`src/rtl/dmem_ctrl_pkg.sv`:
```
// dmem_ctrl_pkg -- shared definitions for the data-memory controller.
//   * load/store (and one non-memory) aluop codes
//   * bus size encodings (0=byte, 1=half, 2=word)
//   * controller FSM state enum
//   * small decode helpers used by dmem_ctrl and dmem_lane
package dmem_ctrl_pkg;

    localparam logic [7:0] ALUOP_ADD   = 8'h01;
    localparam logic [7:0] ALUOP_LD_B  = 8'h20;
    localparam logic [7:0] ALUOP_LD_H  = 8'h21;
    localparam logic [7:0] ALUOP_LD_W  = 8'h22;
    localparam logic [7:0] ALUOP_LD_BU = 8'h23;
    localparam logic [7:0] ALUOP_LD_HU = 8'h24;
    localparam logic [7:0] ALUOP_ST_B  = 8'h25;
    localparam logic [7:0] ALUOP_ST_H  = 8'h26;
    localparam logic [7:0] ALUOP_ST_W  = 8'h27;

    localparam logic [1:0] SIZE_B = 2'd0;
    localparam logic [1:0] SIZE_H = 2'd1;
    localparam logic [1:0] SIZE_W = 2'd2;

    typedef enum logic [1:0] {
        S_IDLE = 2'd0,
        S_REQ  = 2'd1,
        S_WAIT = 2'd2
    } dmem_state_t;

    function automatic logic is_load(input logic [7:0] op);
        return (op == ALUOP_LD_B) || (op == ALUOP_LD_H) || (op == ALUOP_LD_W) ||
               (op == ALUOP_LD_BU) || (op == ALUOP_LD_HU);
    endfunction

    function automatic logic is_store(input logic [7:0] op);
        return (op == ALUOP_ST_B) || (op == ALUOP_ST_H) || (op == ALUOP_ST_W);
    endfunction

    function automatic logic [1:0] op_size(input logic [7:0] op);
        case (op)
            ALUOP_LD_B, ALUOP_LD_BU, ALUOP_ST_B: return SIZE_B;
            ALUOP_LD_H, ALUOP_LD_HU, ALUOP_ST_H: return SIZE_H;
            default:                             return SIZE_W;
        endcase
    endfunction

    function automatic logic misaligned(input logic [7:0] op, input logic [1:0] off);
        case (op_size(op))
            SIZE_H:  return off[0];
            SIZE_W:  return off != 2'b00;
            default: return 1'b0;
        endcase
    endfunction

    // Clears the address bits below the access size.
    function automatic logic [31:0] align_addr(input logic [7:0] op, input logic [31:0] addr);
        case (op_size(op))
            SIZE_H:  return {addr[31:1], 1'b0};
            SIZE_W:  return {addr[31:2], 2'b00};
            default: return addr;
        endcase
    endfunction

endpackage

```
`src/rtl/dmem_lane.sv`:
```
// dmem_lane -- combinational byte-lane logic for the data-memory controller.
//   op      in  8   latched load/store aluop
//   off     in  2   address bits [1:0]
//   sdata   in  32  store data (reg2)
//   rdata   in  32  word read from the bus
//   size    out 2   bus size encoding
//   wstrb   out 4   byte strobes for a store of this size/offset
//   wdata   out 32  store data replicated across lanes
//   ldata   out 32  selected and sign/zero-extended load result
module dmem_lane
    import dmem_ctrl_pkg::*;
(
    input  logic [7:0]  op,
    input  logic [1:0]  off,
    input  logic [31:0] sdata,
    input  logic [31:0] rdata,
    output logic [1:0]  size,
    output logic [3:0]  wstrb,
    output logic [31:0] wdata,
    output logic [31:0] ldata
);

    logic [31:0] shifted;
    logic [7:0]  byte_v;
    logic [15:0] half_v;

    always_comb begin
        size    = op_size(op);
        shifted = rdata >> {off, 3'b000};
        byte_v  = shifted[7:0];
        half_v  = off[1] ? rdata[31:16] : rdata[15:0];

        case (size)
            SIZE_B: begin
                wstrb = 4'b0001 << off;
                wdata = {4{sdata[7:0]}};
            end
            SIZE_H: begin
                wstrb = 4'b0011 << {off[1], 1'b0};
                wdata = {2{sdata[15:0]}};
            end
            default: begin
                wstrb = 4'b1111;
                wdata = sdata;
            end
        endcase

        case (op)
            ALUOP_LD_B:  ldata = {{24{byte_v[7]}}, byte_v};
            ALUOP_LD_BU: ldata = {24'h0, byte_v};
            ALUOP_LD_H:  ldata = {{16{half_v[15]}}, half_v};
            ALUOP_LD_HU: ldata = {16'h0, half_v};
            default:     ldata = rdata;
        endcase
    end

endmodule

```
`src/rtl/dmem_ctrl.sv`:
```
// dmem_ctrl -- data-memory access controller between execute and writeback.
// Accepts one instruction per cycle in IDLE; non-memory results pass through a
// single writeback register, loads/stores run a REQ/WAIT bus handshake.
// Optional macro: DMEM_ALIGN_CHECK_EN -- misaligned H/W accesses raise ale_o
// instead of going to the bus.
//   clk, rst (async, active-low)
//   ex_valid_i, aluop_i, mem_addr_i, reg2_i, wd_i, wreg_i, wdata_i : execute side
//   ex_ready_o                                                    : accept this cycle
//   data_req_o, data_wr_o, data_size_o, data_wstrb_o,
//   data_addr_o, data_wdata_o                                     : bus request
//   data_addr_ok_i, data_data_ok_i, data_rdata_i                  : bus response
//   wb_valid_o, wd_o, wreg_o, wdata_o, ale_o                      : registered writeback
module dmem_ctrl
    import dmem_ctrl_pkg::*;
(
    input  logic        clk,
    input  logic        rst,
    input  logic        ex_valid_i,
    input  logic [7:0]  aluop_i,
    input  logic [31:0] mem_addr_i,
    input  logic [31:0] reg2_i,
    input  logic [4:0]  wd_i,
    input  logic        wreg_i,
    input  logic [31:0] wdata_i,
    output logic        ex_ready_o,
    output logic        data_req_o,
    output logic        data_wr_o,
    output logic [1:0]  data_size_o,
    output logic [3:0]  data_wstrb_o,
    output logic [31:0] data_addr_o,
    output logic [31:0] data_wdata_o,
    input  logic        data_addr_ok_i,
    input  logic        data_data_ok_i,
    input  logic [31:0] data_rdata_i,
    output logic        wb_valid_o,
    output logic [4:0]  wd_o,
    output logic        wreg_o,
    output logic [31:0] wdata_o,
    output logic        ale_o
);

    dmem_state_t state, state_nxt;

    logic [7:0]  op_q;
    logic [31:0] addr_q;
    logic [31:0] sdata_q;
    logic [4:0]  wd_q;
    logic        wreg_q;

    logic        accept, mem_op, misal, take_mem, finish;
    logic [31:0] issue_addr;
    logic [1:0]  lane_size;
    logic [3:0]  lane_wstrb;
    logic [31:0] lane_wdata, lane_ldata;

    assign mem_op = is_load(aluop_i) || is_store(aluop_i);
    assign accept = ex_valid_i && (state == S_IDLE);

`ifdef DMEM_ALIGN_CHECK_EN
    assign misal      = mem_op && misaligned(aluop_i, mem_addr_i[1:0]);
    assign issue_addr = mem_addr_i;
`else
    // Without the check, misaligned accesses go out with the low bits dropped.
    assign misal      = 1'b0;
    assign issue_addr = align_addr(aluop_i, mem_addr_i);
`endif

    assign take_mem = accept && mem_op && !misal;
    // A same-cycle addr_ok/data_ok completes straight from REQ.
    assign finish   = ((state == S_REQ) && data_addr_ok_i && data_data_ok_i) ||
                      ((state == S_WAIT) && data_data_ok_i);

    dmem_lane u_lane (
        .op    (op_q),
        .off   (addr_q[1:0]),
        .sdata (sdata_q),
        .rdata (data_rdata_i),
        .size  (lane_size),
        .wstrb (lane_wstrb),
        .wdata (lane_wdata),
        .ldata (lane_ldata)
    );

    always_ff @(posedge clk or negedge rst) begin
        if (!rst) state <= S_IDLE;
        else      state <= state_nxt;
    end

    always_comb begin
        state_nxt = state;
        case (state)
            S_IDLE: if (take_mem) state_nxt = S_REQ;
            S_REQ:  if (data_addr_ok_i) state_nxt = data_data_ok_i ? S_IDLE : S_WAIT;
            S_WAIT: if (data_data_ok_i) state_nxt = S_IDLE;
            default: state_nxt = S_IDLE;
        endcase
    end

    always_comb begin
        ex_ready_o   = (state == S_IDLE);
        data_req_o   = 1'b0;
        data_wr_o    = 1'b0;
        data_size_o  = 2'b00;
        data_wstrb_o = 4'b0000;
        data_addr_o  = 32'h0;
        data_wdata_o = 32'h0;
        if (state == S_REQ) begin
            data_req_o   = 1'b1;
            data_wr_o    = is_store(op_q);
            data_size_o  = lane_size;
            data_wstrb_o = is_store(op_q) ? lane_wstrb : 4'b0000;
            data_addr_o  = addr_q;
            data_wdata_o = is_store(op_q) ? lane_wdata : 32'h0;
        end
    end

    // Transaction capture: datapath only, qualified by the FSM.
    always_ff @(posedge clk) begin
        if (take_mem) begin
            op_q    <= aluop_i;
            addr_q  <= issue_addr;
            sdata_q <= reg2_i;
            wd_q    <= wd_i;
            wreg_q  <= wreg_i;
        end
    end

    always_ff @(posedge clk or negedge rst) begin
        if (!rst) begin
            wb_valid_o <= 1'b0;
            wd_o       <= 5'd0;
            wreg_o     <= 1'b0;
            wdata_o    <= 32'h0;
        end else begin
            wb_valid_o <= 1'b0;
            if (accept && !mem_op) begin
                wb_valid_o <= 1'b1;
                wd_o       <= wd_i;
                wreg_o     <= wreg_i;
                wdata_o    <= wdata_i;
            end else if (accept && misal) begin
                wb_valid_o <= 1'b1;
                wd_o       <= wd_i;
                wreg_o     <= 1'b0;
                wdata_o    <= 32'h0;
            end else if (finish) begin
                wb_valid_o <= 1'b1;
                wd_o       <= wd_q;
                wreg_o     <= wreg_q && is_load(op_q);
                wdata_o    <= is_load(op_q) ? lane_ldata : 32'h0;
            end
        end
    end

`ifdef DMEM_ALIGN_CHECK_EN
    always_ff @(posedge clk or negedge rst) begin
        if (!rst) ale_o <= 1'b0;
        else      ale_o <= accept && misal;
    end
`else
    assign ale_o = 1'b0;
`endif

endmodule

```
`config.mk`:
```
export PLATFORM = sky130hd
export DESIGN_NAME = dmem_ctrl
export DESIGN_NICKNAME = d
export VERILOG_FILES = /design/src/rtl/dmem_ctrl_pkg.sv /design/src/rtl/dmem_lane.sv /design/src/rtl/dmem_ctrl.sv
export SDC_FILE = /design/constraint.sdc
export NUM_CORES = 1
export LEC_CHECK = 0
export ABC_AREA = 1
export ABC_CLOCK_PERIOD_IN_PS = 3200
export CAP_MARGIN = 20
export CORE_MARGIN = 2
export CORE_UTILIZATION = 44
export DETAILED_ROUTE_END_ITERATION = 8
export PLACE_DENSITY = 0.9
export SLEW_MARGIN = 25
export SYNTH_ARGS = -nofsm -noshare
export SYNTH_HDL_FRONTEND = slang
export SYNTH_SLANG_ARGS = --single-unit
```
`constraint.sdc`:
```
create_clock -name clk -period 3.2 [get_ports clk]
set_clock_uncertainty 0.15 [all_clocks]
set_input_delay 0.64 -clock clk [delete_from_list [all_inputs] [get_ports clk]]
set_output_delay 0.64 -clock clk [all_outputs]
set_load 0.05 [all_outputs]
```
# After elaboration in Yosys (flattened, before gate mapping)
# Index checks and enable logic that the tools add are counted.
[word_totals]
register_bits = 119
latchBits = 0
ramBits = 0
rom_bits = 0
in_bits = 147
out_inout_bits = 113
word_cells = 96
n_memories = 0
[classes]
addsub = 0
n_mul = 0
div_mod_pow = 0
magnitude_cmp = 0
eq_ne = 24
shift = 3
n_mux = 29
n_bitwise = 0
n_reduce_logical = 30
[ops]
columns = ["cell", "n"]
rows = [
  ["$mux W32", 6],
  ["$eq A8 B6 Y1 const B", 16],
  ["$pmux W32 S4", 1],
  ["$pmux W32 S2", 1],
  ["$shr A32 B5 Y8", 1],
  ["$mux W16", 1],
  ["$logic_or A1 B1 Y1", 14],
  ["$pmux W2 S2", 3],
  ["$reduce_or A3 Y1", 4],
  ["$mux W2", 5],
  ["$mux W5", 2],
  ["$mux W4", 2],
  ["$pmux W4 S2", 1],
  ["$logic_and A1 B1 Y1", 7],
  ["$eq A2 B1 Y1 const B", 3],
  ["$mux W1", 6],
  ["$pmux W2 S3", 1],
  ["$eq A2 B2 Y1 const B", 2],
  ["$logic_not A2 Y1", 2],
  ["$ne A2 B2 Y1 const B", 2],
  ["$shl A1 B2 Y4 const A", 1],
  ["$shl A2 B2 Y4 const A", 1],
  ["$reduce_and A3 Y1", 1],
  ["$ne A2 B1 Y1 const B", 1],
  ["2 further kinds", 2],
]

# Logic depth before layout (Yosys ltp)
# Gate-level depths: netlist of run 1.
[depth]
word_depth = 9
mapped_depth = 13
ltp_nobuf = 11

# Cells and area by module
# A second synthesis of run 1 with hierarchy kept.
[hier_totals]
hier_cells = 914
hier_area_um2 = 7006.7
[by_module_without_submodules]
columns = ["module", "n_inst", "cells_per_inst", "area_per_inst_um2", "seq_area_each_um2"]
rows = [
  ["dmem_ctrl", 1, 564, 5461.5, 3368.2],
  ["dmem_lane", 1, 350, 1545.2, 0.0],
]

# Worst setup path before layout of run 1
# Ideal clock, no wire load.
[synth_timing]
path_kind = "in2reg"
startpoint = "input aluop_i[6]"
endpoint = "register addr_q[0] (enable)"
setup_ns = 0.432
t_arrival_ns = 2.543
required_ns = 2.618
slack_ns = 0.075
path_stages = 4
n_path_buf = 0
path_cell_list = "nor2_1 -> and3_1 -> nand3_1 -> inv_1"
[synth_via]
elab_chain_cells = 7
elab_cells_between_ends = 16
classes_between = "eq/ne (8); reduce/logical (8)"
[synth_rtl]
columns = ["element", "line_no", "source"]
rows = [
  ["from (decl)", "dmem_ctrl.sv:19", "input logic [7:0] aluop_i,"],
  ["$eq A8 B6 Y1", "dmem_ctrl_pkg.sv:29", "return (op == ALUOP_LD_B) || (op == ALUOP_LD_H) || (op == ALUOP_LD_W) ||"],
  ["$logic_or A1 B1 Y1 (3 in series)", "dmem_ctrl_pkg.sv:29", ""],
  ["$logic_or A1 B1 Y1", "dmem_ctrl_pkg.sv:30", "(op == ALUOP_LD_BU) || (op == ALUOP_LD_HU);"],
  ["$logic_or A1 B1 Y1 *", "dmem_ctrl.sv:56", "assign mem_op = is_load(aluop_i) || is_store(aluop_i);"],
  ["$logic_and A1 B1 Y1 *", "dmem_ctrl.sv:68", "assign take_mem = accept && mem_op && !misal;"],
  ["net take_mem", "dmem_ctrl.sv:50", "logic accept, mem_op, misal, take_mem, finish;"],
  ["to (signal assigned)", "dmem_ctrl.sv:121", "addr_q <= issue_addr;"],
  ["to (decl)", "dmem_ctrl.sv:45", "logic [31:0] addr_q;"],
]
# The timed path passes the listed nets; every way through them passes the cells marked *.
# A chain may end at the register's enable or synchronous reset.

# Worst setup path in the final report of run 1
[layout_timing]
startpoint = "register state[0]"
endpoint = "output data_wdata_o[0]"
[layout_via]
elab_chain_cells = 2
[layout_rtl]
columns = ["element", "line_no", "source"]
rows = [
  ["from (decl)", "dmem_ctrl.sv:42", "dmem_state_t state, state_nxt;"],
  ["from (signal assigned)", "dmem_ctrl.sv:86", "else state <= state_nxt;"],
  ["$eq A2 B1 Y1", "dmem_ctrl.sv:107", "if (state == S_REQ) begin"],
  ["$mux W32", "dmem_ctrl.sv:107", ""],
  ["to (decl)", "dmem_ctrl.sv:31", "output logic [31:0] data_wdata_o,"],
]
# Every way passes these cells.

==> flow_summary.toml, run 1 <==
[pwr]
p_int_mw = 3.43
pwr_density_cell_nw_per_um2 = 442
p_seq_frac = 0.377
clkPwrFrac = 0.449
power_frac_comb = 0.174
ir_worst_vdd_uv = 331
p_sw_frac = 0.261
p_leak_nw = 4.85
switchingPower_mw = 1.21

[timing]
hold_viol = 0
fin_tns_setup_ns = 0
clock.fmax_ghz = 0.320
period_minus_slack_ns = 3.13
rsz0062_at_grt = "yes"
drv_slew = 0
slew_headroom = 0.536
period_share = 0.978
timing.final.ws_setup_ns = 0.0709
worst_slew_pin_slew_ns = 0.695
finalSetupViolCount = 0

[synth]
synth_common_cells = "nand2_1 (297), inv_1 (146), nor2_1 (106)"
synth_cell_types = 31
synth.most_common_cell = "nand2_1"
yosysTopAreaCellShare = 0.367
syn_inst = 832
avgSynthCellArea_um2 = 7.67
synthesis.nets = 979
synth_top_area_cell = "edfxtp_1"
synthFlopType = "edfxtp_1"
synth-seq-cells = 119
yosysWarnings = 0
synthArstFlopShare = 0.345
yosysSeqAreaShare = 0.528
synthesis.area_um2 = 6380
synth_enable_flop_cells = 78
synth_area_leaders = "edfxtp_1 (37%), nand2_1 (17%), dfrtp_1 (16%), inv_1 (8.6%), nor2_1 (6.2%)"

[grt]
antenna_found_initial = 3
grt_overflow = 0
grt_pass1_vias = 6754
grt_max_degree = 44
grt_pass1_wl_um = 36200
track_usage = 0.306

[worst_setup_path]
critPathArrivalTime_ns = 2.34
end_kind = "output port"
reg2reg_from = "addr_q[1]$_DFFE_PP_"
cp_data_required_time_ns = 2.41
cp-start-kind = "flop"
crit_top_cell = "inv_1"
path_cells = "inv_1 -> nor2_4 -> nand2_1 -> nor3_2 -> buf_4 -> inv_1 -> nor2_1 -> buf_12"
path_buf_inv = 4
cp-startpoint = "state[0]$_DFFE_PN0P_"
worstReg2RegEnd = "wdata_o[16]$_DFFE_PN0P_"
path_delay_family = "buffers and inverters"
cp_slowest_cell = "dfrtp_1"
max_stage_delay_ns = 0.44
critPathMaxFanout = 21
r2r_slack_ns = 0.86
r2r_cells = 11
critPathKind = "reg -> out"

[floorplanning]
num_io_pins = 260
die_area_um2 = 15500
die_x_um = 124
start_util = 0.444
die_y_um = 124
core-area_um2 = 14400
num_rows = 44

[layout]
postLayoutCellArea_um2 = 10500
final_nets = 1237
final_util = 0.730
fillCellCount = 969
layout.area.seq_um2 = 3370
multi_input_area_um2 = 2350
drive_above_1_share = 0.131
syn2layout_area_growth_pct = 64.4

[clocking]
cts_tree = "built"
insertion_delay_ns = 0.42
hold_buffers = 0
htreeDepth = 4
root_buffer = "clkbuf_16"
cts_buffers = 17
clk_path_buf_depth = 2
clk_pin_slew_ns = 0.06
cts_num_sinks = 119

[routing]
wl_um = 23700
drt_iter0_drc = 569
avgRoutedWirePerCell_um = 18.3
route.detailed.drc = 0
viasPerCell = 5.08
ant_nets = 0
drt_first_pass_iters = 6
via_count = 6547

[place]
hpwlAfterDp_um = 16500
placed_area_um2 = 9760
gp_congestion = 0.957
io_buffers = 258
dp_slack_ns = 0.299

[run]
maxCapViolations = 0

[hold_path]
hp-class = "in -> async"

[status]
outcome = "finished clean"
==> sequential cells by signal (all words and copies together) (netlist names) <==
signal and cells:
wb_valid_o 1, op_q 8, wreg_q 1, wd_o 5
state 2, wdata_o 32, addr_q 32, wd_q 5
wreg_o 1, sdata_q 32
==> logic make-up after synthesis <==
kind of cell	after synthesis	share of synthesized area
other	1	0.000587
xor gates and xnor gates	1	0.00137
DFF	119	0.528
buffers and inverters	179	0.117
AOI/OAI and AO/OA	18	0.0161
and+or+nand+nor	514	0.337
==> stage by stage <==
step / instances / hold slack, ns / power (mW)
3_3_place_gp: 1253 / 0.285 / 2.56
5_1_grt: 1290 / 0.102 / 4.79
4_1_cts: 1285 / 0.255 / 4.66
3_5_place_dp: 1253 / 0.304 / 2.58
6_report: 1290 / 0.0709 / 4.64
2_1_floorplan: 832 / 0.194 / 2.19
==> worst register-to-register path: stages, from the launching register on <==
cell      delay, ns
edfxtp_1       0.33
buf_4          0.24
inv_1          0.12
buf_4          0.22
nand2_1        0.12
nand3_1        0.07
nand2_1        0.09
inv_1          0.05
nand2_2        0.17
nand3_2        0.32
nand3_1        0.26
nand2_1        0.08
==> worst max path at each step <==
stage | depth (start not counted) | endpoint | slack [ns]
floorplan | 4 | addr_q[0]$_DFFE_PP_ | 0.08
global placement | 8 | data_size_o[0] | 0.40
detailed placement | 10 | data_wdata_o[25] | 0.30
CTS | 10 | data_wdata_o[19] | 0.03
global route | 7 | data_wdata_o[5] | -0.002
finish | 8 | data_wdata_o[0] | 0.07
==> metal layers <==
metal / global-route usage / vias up / routed length (um)
li1: - / 3054 / -
met5: 0 / - / 0
met2: 0.538 / 388 / 12100
met3: 0.0979 / 62 / 2330
met1: 0.334 / 3043 / 8210
met4: 0.145 / 0 / 1040
==> what timing repair did <==
| item | in CTS | in global routing |
|---|---|---|
| endpoints found under the setup margin | 22 | 28 |
| setup buffers | 0 | 1 |
| resized for setup | 5 | 15 |
| pin swaps | 1 | 2 |
| cloned | 0 | 1 |
==> power by group through the flow <==
stage                     registers [mW]  logic, mW  clock network (mW)
after CTS                           1.75      0.809                2.10
final                               1.75      0.808                2.08
after detailed placement            1.78      0.800                   0
after floorplan                     2.00      0.195                   0
after global placement              1.78      0.785                   0
after global routing                1.76      0.859                2.17
==> layout make-up <==
type,instances,share of cell area
Inverter,149,0.0533
Sequential cell,119,0.321
Antenna cell,3,0.000715
Tap cell,184,0.0219
Timing Repair Buffer,268,0.319
Clock buffer,18,0.0409
Clock inverter,14,0.0196
Multi-Input combinational cell,535,0.224
==> layout by cell type (no fill, tap or decap), types with 2 or more instances in the layout <==
cell and n:
nand2_8 2, bufinv_16 5, clkinv_1 4, inv_2 2, edfxtp_1 78, clkinvlp_4 2
inv_1 145, clkdlybuf4s50_1 186, nand3_1 79, nand2_4 2, buf_12 69, nand2_2 4
clkbuf_16 17, nand2_1 296, buf_4 12, nor2_4 6, diode_2 3, nand3_2 3
nor2_1 96, clkinv_2 3, a21oi_1 5, nor2_2 12, dfrtp_1 41, o21ai_0 9
and2_1 10
Note: power is estimated with default switching activity, not from simulation.
==> inputs of run 2 (changes only) <==
--- a/config.mk
+++ b/config.mk
@@ -7,7 +7,6 @@
 export LEC_CHECK = 0
 export ABC_AREA = 1
 export ABC_CLOCK_PERIOD_IN_PS = 3200
-export CAP_MARGIN = 20
 export CORE_MARGIN = 2
 export CORE_UTILIZATION = 44
 export DETAILED_ROUTE_END_ITERATION = 8
==> results of run 2 <==
Same layout as run 1: the final DEF is identical, and so are final timing and power.
==> inputs of run 3 (changes only) <==
--- a/config.mk
+++ b/config.mk
@@ -11,7 +11,7 @@
 export CORE_UTILIZATION = 44
 export DETAILED_ROUTE_END_ITERATION = 8
 export PLACE_DENSITY = 0.9
-export SLEW_MARGIN = 25
+export SLEW_MARGIN = 20
 export SYNTH_ARGS = -nofsm -noshare
 export SYNTH_HDL_FRONTEND = slang
 export SYNTH_SLANG_ARGS = --single-unit
==> run 3 against run 2 <==
Compared with the run above: combinational power is 0.5% higher; worst hold slack better by 0.25 ns; die area stayed put; sequential cell count stayed put; critical path depth stayed put; final cell count is 0.16% higher; core utilization is 0.19 points higher; sequential share of layout area is 0.084 points lower; power is 0.11% higher; wire length is 0.11% lower; clock power hardly changed; critical path type unchanged; largest cell class is now non-clock buffers; highest routed layer unchanged.
==> flow_summary.toml, run 3 (same netlist as run 1, synthesis figures left out) <==
[status]
outcome = "finished clean"

[routing]
drt_iter0_drc = 529
drt_first_pass_iters = 5
via_count = 6561
avgRoutedWirePerCell_um = 18.3
wl_um = 23600
viasPerCell = 5.08
ant_nets = 0
route.detailed.drc = 0

[layout]
fin_cells = 1292
reg.largest.list = "addr_q (32), sdata_q (32), wdata_o (32)"
drive_above_1_share = 0.132
postLayoutCellArea_um2 = 10500
layout_commonest_cell = "nand2_1"
final_cell_mix = "nand2_1 (296), clkdlybuf4s50_1 (186), inv_1 (145)"
fillCellCount = 967
syn2layout_area_growth_pct = 64.8
final_nets = 1239

[grt]
grt_pass1_wl_um = 36200
track_usage = 0.306
grt_overflow = 0
grt_max_degree = 44
grt_pass1_vias = 6754
antenna_found_initial = 3

[timing]
hold_viol = 0
period_share = 0.982
fin_tns_setup_ns = 0
period_minus_slack_ns = 3.14
drv_slew = 0
rsz0062_at_grt = "yes"
worst_slew_pin_slew_ns = 0.704
finalSetupViolCount = 0
slew_headroom = 0.531
clock.fmax_ghz = 0.318
timing.final.ws_setup_ns = 0.0582

[worst_setup_path]
end_kind = "output port"
cp-start-kind = "flop"
critPathKind = "reg -> out"
worstReg2RegEnd = "wdata_o[16]$_DFFE_PN0P_"
path_cells = "inv_1 -> nor2_4 -> nand2_1 -> nor3_2 -> buf_4 -> inv_1 -> nor2_1 -> buf_12"
r2r_slack_ns = 0.88
path_buf_inv = 4
path_delay_family = "buffers and inverters"
critPathMaxFanout = 21
critPathArrivalTime_ns = 2.35
cp-startpoint = "state[0]$_DFFE_PN0P_"
r2r_cells = 11
cp_slowest_cell = "dfrtp_1"
cp_data_required_time_ns = 2.41
max_stage_delay_ns = 0.44
crit_top_cell = "inv_1"
reg2reg_from = "addr_q[1]$_DFFE_PP_"

[clocking]
cts_tree = "built"
cts_num_sinks = 119
cts_buffers = 17
insertion_delay_ns = 0.42
clk_path_buf_depth = 2
clk_pin_slew_ns = 0.06
htreeDepth = 4
root_buffer = "clkbuf_16"

[pwr]
p_seq_frac = 0.377
ir_worst_vdd_uv = 330
p_sw_frac = 0.261
power_frac_comb = 0.175
pwr_density_cell_nw_per_um2 = 442
p_int_mw = 3.43
switchingPower_mw = 1.21
p_total_mw = 4.65
clkPwrFrac = 0.449
p_leak_nw = 4.86

[floorplanning]
die_area_um2 = 15500
core-area_um2 = 14400
die_y_um = 124
num_rows = 44
num_io_pins = 260
die_x_um = 124
start_util = 0.444

[hold_path]
hp-class = "reg -> reg"
worst_hold_path.num_cells = 2
hold-path-endpoint = "wd_o[2]$_DFFE_PN0P_"
min_from = "wd_q[2]$_DFFE_PP_"

[place]
placed_area_um2 = 9760
dp_slack_ns = 0.299
hpwlAfterDp_um = 16500
dp.cells = 1253
io_buffers = 258
gp_congestion = 0.957

[run]
maxCapViolations = 0
run 3: cell types whose count changed in the layout (fill, tap and decap cells not counted), sizes merged:
cell / before / now
buf: 81 / 82
dlygate4sd3: 0 / 1
run 3: how the worst max path moves through the flow:
stage,to,slack (ns),depth (start not counted)
finish,data_wdata_o[0],0.06,8
CTS,data_wdata_o[19],0.03,10
detailed placement,data_wdata_o[25],0.30,10
global route,data_wdata_o[5],-0.002,7
floorplan,addr_q[0]$_DFFE_PP_,0.08,4
global placement,data_size_o[0],0.40,8
run 3: metrics by stage:
| stage | util | hold WS, ns |
|---|---|---|
| after global placement | 0.680 | 0.285 |
| after floorplan | - | 0.194 |
| after detailed placement | 0.680 | 0.304 |
| after global routing | 0.732 | 0.346 |
| after CTS | 0.725 | 0.255 |
| final | 0.732 | 0.318 |
run 3: cell type report:
| cell class | instances | area, um2 | area share |
|---|---|---|---|
| Inverter | 149 | 559 | 0.0532 |
| Antenna cell | 3 | 7.51 | 0.000713 |
| Multi-Input combinational cell | 535 | 2350 | 0.224 |
| Clock inverter | 14 | 205 | 0.0195 |
| Tap cell | 184 | 230 | 0.0219 |
| Sequential cell | 119 | 3370 | 0.320 |
| Clock buffer | 18 | 429 | 0.0408 |
| Timing Repair Buffer | 270 | 3370 | 0.320 |
run 3: per-layer routing:
layer	global-route usage	routed length, um	up-vias
met4	0.145	1060	0
met5	0	0	-
met2	0.538	12100	350
met1	0.334	8330	3088
met3	0.0979	2160	66
li1	-	-	3057
run 3: what timing repair did:
action                                  4_1_cts  5_1_grt
hold endpoints to repair                      0       11
pin swaps                                     1        2
hold buffers                                  0        1
gates cloned                                  0        1
setup buffers                                 0        1
endpoints found under the setup margin       22       28
resized for setup                             5       15
run 3: tightest hold or removal path: cells and delay by family (launching register included):
family,cells,cell delay (ns)
DFF,1,0.32
and+or+nand+nor,2,0.12
run 3: power by group through the flow:
stage          Sequential (mW)  Combinational [mW]  Clock [mW]
2_1_floorplan             2.00               0.195           0
3_3_place_gp              1.78               0.785           0
3_5_place_dp              1.78               0.800           0
4_1_cts                   1.75               0.809        2.10
5_1_grt                   1.76               0.863        2.17
6_report                  1.75               0.812        2.09
